### src/rtl/seven_seg_decoder.sv
// Registered hex-to-seven-segment decoder for one display digit.
// hex_out is driven straight from the segment register; the polarity is fixed by ACTIVE_LOW.
module seven_seg_decoder #(
    parameter bit ACTIVE_LOW = 1'b1
) (
    input  logic       clk,
    input  logic       rst,
    input  logic [3:0] bin_in,
    input  logic       en,
    input  logic       blank,
    output logic [6:0] hex_out
);

    // XOR with this mask converts a lit-segment pattern into pin drive levels.
    localparam logic [6:0] POL_MASK = ACTIVE_LOW ? 7'h7F : 7'h00;
    localparam logic [6:0] BLANK_DRIVE = POL_MASK;

    logic [6:0] lit;
    logic [6:0] seg_q;

    // Lit-segment form, with bit 6 = g and bit 0 = a. Lowercase b and d keep them distinct from 8 and 0.
    always_comb begin
        lit = 7'h00;
        case (bin_in)
            4'h0: lit = 7'h3F;
            4'h1: lit = 7'h06;
            4'h2: lit = 7'h5B;
            4'h3: lit = 7'h4F;
            4'h4: lit = 7'h66;
            4'h5: lit = 7'h6D;
            4'h6: lit = 7'h7D;
            4'h7: lit = 7'h07;
            4'h8: lit = 7'h7F;
            4'h9: lit = 7'h6F;
            4'hA: lit = 7'h77;
            4'hB: lit = 7'h7C;
            4'hC: lit = 7'h39;
            4'hD: lit = 7'h5E;
            4'hE: lit = 7'h79;
            4'hF: lit = 7'h71;
            default: lit = 7'h00;
        endcase
    end

    always_ff @(posedge clk or posedge rst) begin
        if (rst)
            seg_q <= BLANK_DRIVE;
        else if (en)
            seg_q <= blank ? BLANK_DRIVE : (lit ^ POL_MASK);
    end

    assign hex_out = seg_q;

endmodule

### config.mk
export PLATFORM = sky130hd
export DESIGN_NAME = seven_seg_decoder
export DESIGN_NICKNAME = d
export VERILOG_FILES = /design/src/rtl/seven_seg_decoder.sv
export SDC_FILE = /design/constraint.sdc
export NUM_CORES = 1
export LEC_CHECK = 0
export ABC_AREA = 1
export ABC_CLOCK_PERIOD_IN_PS = 800
export CORE_AREA = 2 2 39 41
export CTS_BUF_LIST = sky130_fd_sc_hd__clkbuf_16
export CTS_CLUSTER_SIZE = 30
export DETAILED_ROUTE_END_ITERATION = 12
export DIE_AREA = 0 0 41 43
export GPL_ROUTABILITY_DRIVEN = 0
export MAX_ROUTING_LAYER = met4
export PLACE_DENSITY = 0.71
export SETUP_SLACK_MARGIN = 0.1
export SLEW_MARGIN = 40
export SYNTH_ARGS = -nofsm -noshare
export SYNTH_HDL_FRONTEND = slang
export SYNTH_SLANG_ARGS = --single-unit
### constraint.sdc
create_clock -name clk -period 0.8 [get_ports clk]
set_input_delay 0.08 -clock clk [delete_from_list [all_inputs] [get_ports clk]]
set_output_delay 0.08 -clock clk [all_outputs]
set_load 0.005 [all_outputs]
======== Word level (Yosys, flattened, before mapping) ========
Memories as Yosys holds them, arrays and structs flattened.
Cells that the tools add are included.
cells by class
  add/subtract/negate cells ............... 0
  $lt $le $gt $ge ......................... 0
  shift-type cells ........................ 0
  muxes and demuxes ....................... 1
  reduce and logical (&&, ||, !) cells .... 0
  bitwise operators ....................... 1
  $mul .................................... 0
  equal/unequal tests ..................... 0
  divide/modulo/power cells ............... 0
operators by type and width
  cell              count
  7-bit 2-to-1 mux  1
  7-bit NOT         1
storage, ports and cells
  output and inout port bits .............. 7
  memory bits (writable) .................. 0
  latch bits .............................. 0
  memories kept ........................... 1
  ROM bits ................................ 112
  bits in registers ....................... 7
  logic and storage cells ................. 4
  bits of input ports ..................... 8
memory list
  memory           depth  width  rd ports  clocked after Yosys merged registers in  write ports  RTL line  source
  (no name shown)  16     7      1         0                                        0            24        case (bin_in)

======== Logic depth before layout (Yosys ltp) ========
Gate-level depths: netlist of run 1.
An unclocked memory read counts as a cell.
  depth after elaboration ................. 3
  mapped depth ............................ 7

======== Worst setup path before layout of run 1 ========
No wires, ideal clock.
  path kind ............................... input-to-reg
  from .................................... input port bin_in[0]
  to ...................................... register seg_q[3] (netlist: hex_out[3])
  path buffers ............................ 0
  stages on the path ...................... 6
  setup slack ............................. -24 ps
  arrival ................................. 757 ps
  data required time ...................... 733 ps
  setup time .............................. 67 ps
  cell sequence ........................... inv_1 ha_1 nand3b_1 nand3_1 nor2_1 nor2_1
between the ends
  longest elaborated chain between the ends .. 3
ends and longest elaborated chain
  what                    RTL line  source
  start: declaration      8         input logic [3:0] bin_in,
  memory 16 x 7 bit       -
  7-bit NOT (no line)     -
  7-bit 2-to-1 mux        49        seg_q <= blank ? BLANK_DRIVE : (lit ^ POL_MASK);
  end signal: assignment  49
  end: declaration        19        logic [6:0] seg_q;
No other way between the ends.
A chain may end at the register's enable or synchronous reset.

======== Worst setup path in the final report of run 1 ========
  from .................................... register seg_q[6] (netlist: hex_out[6])
  to ...................................... output port hex_out[6]
RTL lines
  what              RTL line  source
  end: declaration  11        output logic [6:0] hex_out
No word-level cell between the ends.

==> out/qor.log, run 1 <==
INFO  timing         timing_max_transition_violations_final=0
INFO  timing         final-setup-viol-count=7
INFO  place          dpl-instance-area=757µm²
INFO  power          cell_internal_pwr=1230µW
INFO  routing        postRouteAntennaNets=0
INFO  routing        num_vias=538
INFO  place          dp_hpwl=937µm
INFO  critical_path  worstPathArrival=0.86ns
INFO  hold_path      hold_path.startpoint=bin_in[0]
INFO  place          pre_cts_slack=-0.680ns
INFO  cells_and_area largest_reg_flops=7
INFO  routing        post-route-drc-count=0
INFO  clock_network  cts_inserted_buffers=3
INFO  synth          seq_area_frac_synth=0.320
INFO  clock_network  post_cts.repair.setup_buffers=0
INFO  global_route   grt_util_all_layers=0.205
INFO  synth          synth_cell_types=16
INFO  timing         min_period=0.940ns
INFO  hold_path      hold_path_end=hex_out[1]
INFO  cells_and_area fin_util=0.628
INFO  cells_and_area areaGrowthSynthToFinish=51.1%
INFO  critical_path  worstReg2RegStart=hex_out[6]
INFO  critical_path  worst_path_largest_cell_delay=0.54ns
INFO  clock_network  clk_latency=0.23ns
INFO  synth          summed_instance_area_of_the_synthesized_netlist=576µm²
INFO  clock_network  cts.htree.levels=1
INFO  hold_path      hold_path_depth=4
INFO  floorplanning  core_area=0.00138mm²
INFO  hold_path      worst_hold_path_type=primary input to flop
INFO  clock_network  clk_pin_slew_worst_paths=0.04ns
INFO  critical_path  end_kind=primary output
INFO  synth          synth.top_cell.area_share=0.320
INFO  floorplanning  x_dimension_of_the_die=41µm
INFO  clock_network  post_cts_hold_buffer_count=0
INFO  critical_path  reg2reg_depth=2
INFO  routing        routedWlPerCell=12.0µm
INFO  timing         clock_skew=0ns
INFO  floorplanning  initial_standard_cell_utilization_of_the_core=0.416
INFO  global_route   grt_antenna_before_repair=0
INFO  critical_path  worstSetupPathType=flop to primary output
INFO  power          power.clock.fraction=0.525
INFO  cells_and_area layout.cells.most_common=sky130_fd_sc_hd__nor2_1
INFO  clock_network  clk_path_buf_depth=2
INFO  power          p_switching=390µW
INFO  cells_and_area fin_nets=110
INFO  critical_path  crit_fanout=2
INFO  critical_path  crit_slowest_cell=sky130_fd_sc_hd__dfstp_2
INFO  critical_path  setup.worst_path.start_class=flop
INFO  synth          syn-instance-count=75
INFO  power          vdd.ir_drop.worst=0.00147V
INFO  clock_network  tritoncts=done
INFO  critical_path  r2r_slack=0.03ns
INFO  place          port_buffers=14
INFO  synth          yosys-top-cells-area=sky130_fd_sc_hd__dfstp_2, sky130_fd_sc_hd__ha_1, sky130_fd_sc_hd__nand3_1
INFO  timing         max_slew_margin=0.817
INFO  power          power.switching_fraction=0.240
INFO  critical_path  cp.required=0.72ns
INFO  synth          yosysWarningCount=0
INFO  routing        route.detailed.vias_per_inst=4.85
INFO  cells_and_area layout_common_cells=sky130_fd_sc_hd__nor2_1, sky130_fd_sc_hd__nand2_1, sky130_fd_sc_hd__nand3_1
INFO  run_status     status=complete, but fails checks
INFO  timing         period_share=1.18
INFO  power          power.static_leakage=0.000411µW
INFO  timing         tightestPinTransition=0.274ns
INFO  power          combPwrFrac=0.201
INFO  cells_and_area postLayoutCellArea=870µm²
INFO  power          p_seq_frac=0.274
INFO  floorplanning  design.die.area=0.00176mm²
INFO  timing         finalHoldViolCount=0
INFO  critical_path  timing.rr.end=hex_out[6]
INFO  synth          synth.net_count=89
INFO  cells_and_area post_route_cells_drive_above_1_share=0.442
INFO  cells_and_area insertedDiodeCount=0
INFO  global_route   first_global_vias=576
INFO  synth          biggest_area_consumer_among_synthesized_cells=sky130_fd_sc_hd__dfstp_2
INFO  global_route   gr-total-overflow=0
INFO  global_route   grt_max_degree=9
INFO  timing         timing.final.ws_setup=-0.140ns
INFO  global_route   wire_length_of_the_first_global_routing_pass=2270µm
INFO  run_status     violated_checks=negative setup slack
INFO  floorplanning  die_extent_in_y=43µm
INFO  timing         max_clock_freq=1.06GHz
INFO  clock_network  clock_tree.root_cell=sky130_fd_sc_hd__clkbuf_16
INFO  floorplanning  io_pins=15
INFO  power          power-per-cell-area=1870mW/mm²
INFO  routing        route.final.wire_length=1330µm
INFO  critical_path  critical_path.cell_chain=buf_6
INFO  floorplanning  rows=14
INFO  critical_path  timing.critical_path.buf_inv=1
INFO  critical_path  crit_family=flip-flops
INFO  routing        detail_route.iter0.violations=3
INFO  clock_network  clkSinkCount=7
INFO  job            drv_cap=0
INFO  routing        detail_route.first_pass.iterations=4
INFO  timing         grt_setup_unrepaired=true
INFO  synth          flip_flop_and_latch_count_after_synthesis=7
INFO  synth          synth_area_per_cell=7.67µm²
## per-layer routing
metal / global-route usage / vias to the layer above / wire [µm]
li1: - / 272 / -
met1: 0.207 / 249 / 535
met2: 0.300 / 13 / 698
met3: 0.0890 / 4 / 70
met4: 0.147 / 0 / 26
met5: - / - / 0
## power groups by stage
| stage | Combinational [µW] | Clock, µW | Sequential (µW) |
|---|---|---|---|
| finish | 326 | 852 | 445 |
| global route | 365 | 881 | 450 |
| CTS | 291 | 855 | 441 |
| detailed placement | 318 | 0 | 442 |
| global placement | 315 | 0 | 441 |
| floorplan | 164 | 0 | 446 |
## cell type report
class	count	area (µm²)
Fill cell	117	514
Multi-Input combinational cell	52	347
Sequential cell	7	184
Tap cell	16	20.0
Clock buffer	3	75.1
Timing Repair Buffer	19	166
Clock inverter	1	3.75
Inverter	13	73.8
## worst max path at each step
stage,cells after the start,endpoint,startpoint,slack [ns]
2_1_floorplan,2,hex_out[1],hex_out[1],0.08
3_3_place_gp,6,hex_out[5],bin_in[0],-0.64
3_5_place_dp,6,hex_out[1],bin_in[0],-0.68
4_1_cts,1,hex_out[6],hex_out[6],-0.15
5_1_grt,1,hex_out[0],hex_out[0],-0.16
6_report,1,hex_out[6],hex_out[6],-0.14
## cell families after synthesis
family | after synthesis | share of synthesized area
flip-flops | 7 | 0.320
buffers and inverters | 16 | 0.157
adder cells (fa/ha/maj) | 6 | 0.130
AO/OA/AOI/OAI | 8 | 0.0739
AND/OR/NAND/NOR | 38 | 0.320
## timing repair
action,CTS,global route
cloned,1,0
setup endpoints to repair,14,14
gates resized for setup,47,17
pin swaps,3,2
## metrics by stage
stage	total power (µW)	hold WS (ns)	instances	TNS [ns]
3_3_place_gp	756	0.481	106	-6.20
4_1_cts	1590	0.192	111	-0.973
2_1_floorplan	610	0.101	75	0
3_5_place_dp	761	0.483	106	-6.39
5_1_grt	1700	0.232	111	-1.10
6_report	1620	0.195	111	-0.940
## synthesized netlist by cell type, drive strengths merged
master and instances:
nand3b 1, buf 3, nor2 13, o21a 1
nand2 13, a21oi 4, inv 13, dfstp 7
ha 6, o21ai 3, nand3 11
Note: power is estimated with default switching activity, not from simulation.
==> run 2: changes to the inputs <==
--- a/config.mk
+++ b/config.mk
@@ -9,5 +9,5 @@
 export ABC_CLOCK_PERIOD_IN_PS = 800
 export CORE_AREA = 2 2 39 41
-export CTS_BUF_LIST = sky130_fd_sc_hd__clkbuf_16
+export CTS_BUF_LIST = sky130_fd_sc_hd__clkbuf_4 sky130_fd_sc_hd__clkbuf_8
 export CTS_CLUSTER_SIZE = 30
 export DETAILED_ROUTE_END_ITERATION = 12
==> constraint.sdc (replaced) <==
create_clock -name clk -period 0.8 [get_ports clk]
set_input_delay 0.08 -clock clk [delete_from_list [all_inputs] [get_ports clk]]
set_output_delay 0.08 -clock clk [all_outputs]
set_load 0.02 [all_outputs]
==> run 2 against run 1 <==
Effect of this change:
- the flow still finishes with violations (negative setup slack)
- die area did not move
- sequential cell count unchanged
- non-clock buffer count grew 1
- cell count up 0.90%
- worst hold slack got worse by 0.016 ns
- combinational power up 19%
- critical endpoint is now hex_out[0]
- first-iteration DRC count rose to 6.3 times the previous value
- global-route usage shrank 3.9 points
- largest power group is now sequential cells
- clock-buffer cell count increased by 1
==> out/qor.log, run 2 (synthesis results as in run 1) <==
INFO  run_status     status=complete, but fails checks
INFO  run_status     violated_checks=negative setup slack
INFO  routing        route.final.wire_length=1260µm
INFO  job            drv_cap=0
INFO  global_route   first_global_vias=515
INFO  critical_path  timing.critical_path.buf_inv=1
INFO  critical_path  setup.worst_path.start_class=flop
INFO  cells_and_area final_cell_count_no_fill=112
INFO  timing         tightestPinTransition=0.273ns
INFO  floorplanning  design.die.area=0.00176mm²
INFO  critical_path  reg2reg_depth=3
INFO  global_route   grt_antenna_before_repair=0
INFO  global_route   grt_util_all_layers=0.166
INFO  place          dp_hpwl=991µm
INFO  clock_network  cts_inserted_buffers=3
INFO  timing         period_share=1.23
INFO  critical_path  crit_fanout=2
INFO  cells_and_area postLayoutCellArea=827µm²
INFO  cells_and_area layout_common_cells=sky130_fd_sc_hd__nor2_1, sky130_fd_sc_hd__nand3_1, sky130_fd_sc_hd__nand2_1
INFO  critical_path  worstSetupPathType=flop to primary output
INFO  clock_network  clk_latency=0.25ns
INFO  critical_path  cp.required=0.72ns
INFO  timing         clock_skew=0ns
INFO  timing         final-setup-viol-count=7
INFO  floorplanning  die_extent_in_y=43µm
INFO  clock_network  clk_path_buf_depth=2
INFO  timing         max_clock_freq=1.02GHz
INFO  routing        detail_route.iter0.violations=19
INFO  timing         finalHoldViolCount=0
INFO  timing         max_slew_margin=0.817
INFO  timing         min_period=0.980ns
INFO  floorplanning  core_area=0.00138mm²
INFO  place          port_buffers=14
INFO  routing        postRouteAntennaNets=0
INFO  critical_path  crit_family=flip-flops
INFO  cells_and_area post_route_cells_drive_above_1_share=0.469
INFO  floorplanning  initial_standard_cell_utilization_of_the_core=0.416
INFO  cells_and_area largest_reg_flops=7
INFO  place          pre_cts_slack=-0.604ns
INFO  clock_network  clock_tree.root_cell=sky130_fd_sc_hd__clkbuf_4
INFO  clock_network  cts.htree.levels=1
INFO  hold_path      hold_path_depth=4
INFO  hold_path      hold_path.startpoint=bin_in[0]
INFO  routing        detail_route.first_pass.iterations=5
INFO  critical_path  worstPathArrival=0.90ns
INFO  power          power-per-cell-area=1450mW/mm²
INFO  power          vdd.ir_drop.worst=0.000920V
INFO  floorplanning  io_pins=15
INFO  floorplanning  x_dimension_of_the_die=41µm
INFO  timing         timing_max_transition_violations_final=0
INFO  cells_and_area fin_nets=111
INFO  critical_path  worstReg2RegStart=hex_out[4]
INFO  clock_network  tritoncts=done
INFO  critical_path  end_kind=primary output
INFO  critical_path  critPathLaunch=hex_out[0]
INFO  cells_and_area layout.cells.most_common=sky130_fd_sc_hd__nor2_1
INFO  critical_path  crit_slowest_cell=sky130_fd_sc_hd__dfstp_2
INFO  clock_network  clk_pin_slew_worst_paths=0.06ns
INFO  place          dpl-instance-area=752µm²
INFO  cells_and_area insertedDiodeCount=0
INFO  critical_path  worst_path_largest_cell_delay=0.54ns
INFO  routing        num_vias=558
INFO  global_route   grt_max_degree=10
INFO  timing         finalSetupTns=-1.23ns
INFO  routing        routedWlPerCell=11.3µm
INFO  floorplanning  rows=14
INFO  routing        route.detailed.vias_per_inst=4.98
INFO  cells_and_area fin_util=0.598
INFO  global_route   gr-total-overflow=0
INFO  power          power.static_leakage=0.000399µW
INFO  place          placedCellCount=107
INFO  hold_path      worst_hold_path_type=primary input to flop
INFO  critical_path  path_depth=1
INFO  critical_path  critical_path.cell_chain=buf_6
INFO  timing         grt_setup_unrepaired=true
INFO  cells_and_area areaGrowthSynthToFinish=43.7%
INFO  global_route   wire_length_of_the_first_global_routing_pass=2000µm
INFO  timing         timing.final.ws_setup=-0.180ns
INFO  clock_network  clkSinkCount=7
INFO  routing        post-route-drc-count=0
## run 2: metal layers
layer	vias to the layer above	routed length, µm	GRT usage
li1	275	-	-
met1	256	509	0.210
met2	25	665	0.266
met3	2	82	0.0157
met4	0	4	0.0600
met5	-	0	-
## run 2: cell type report
cell class	instances	area (µm²)
clock buffers	4	30.0
fillers	117	557
inverters	13	66.3
multi-input cells	52	342
flip-flops and latches	7	184
well taps	16	20.0
repair buffers	20	185
## run 2: worst paths after layout
check                                   to  slack (ns)
worst max-delay path            hex_out[0]       -0.18
worst min-delay path            hex_out[1]        0.18
worst max register to register  hex_out[4]        0.02
worst min register to register  hex_out[6]        0.50
max in group asynchronous       hex_out[6]        0.47
min in group asynchronous       hex_out[0]        0.31
## run 2: stage by stage
step           total power [µW]  hold WS (ns)
2_1_floorplan               653         0.101
3_3_place_gp                797         0.481
3_5_place_dp                804         0.483
4_1_cts                    1180         0.184
5_1_grt                    1250         0.213
6_report                   1200         0.179
## run 2: power by group
part	internal [µW]	switching (µW)
clock	225	139
combinational	181	207
sequential	420	26.6
## run 2: what timing repair did
item	CTS	global route
cloned	0	0
endpoints found under the setup margin	14	14
pin swaps	3	2
setup buffers	0	1
hold buffers	0	0
gates resized for setup	60	11
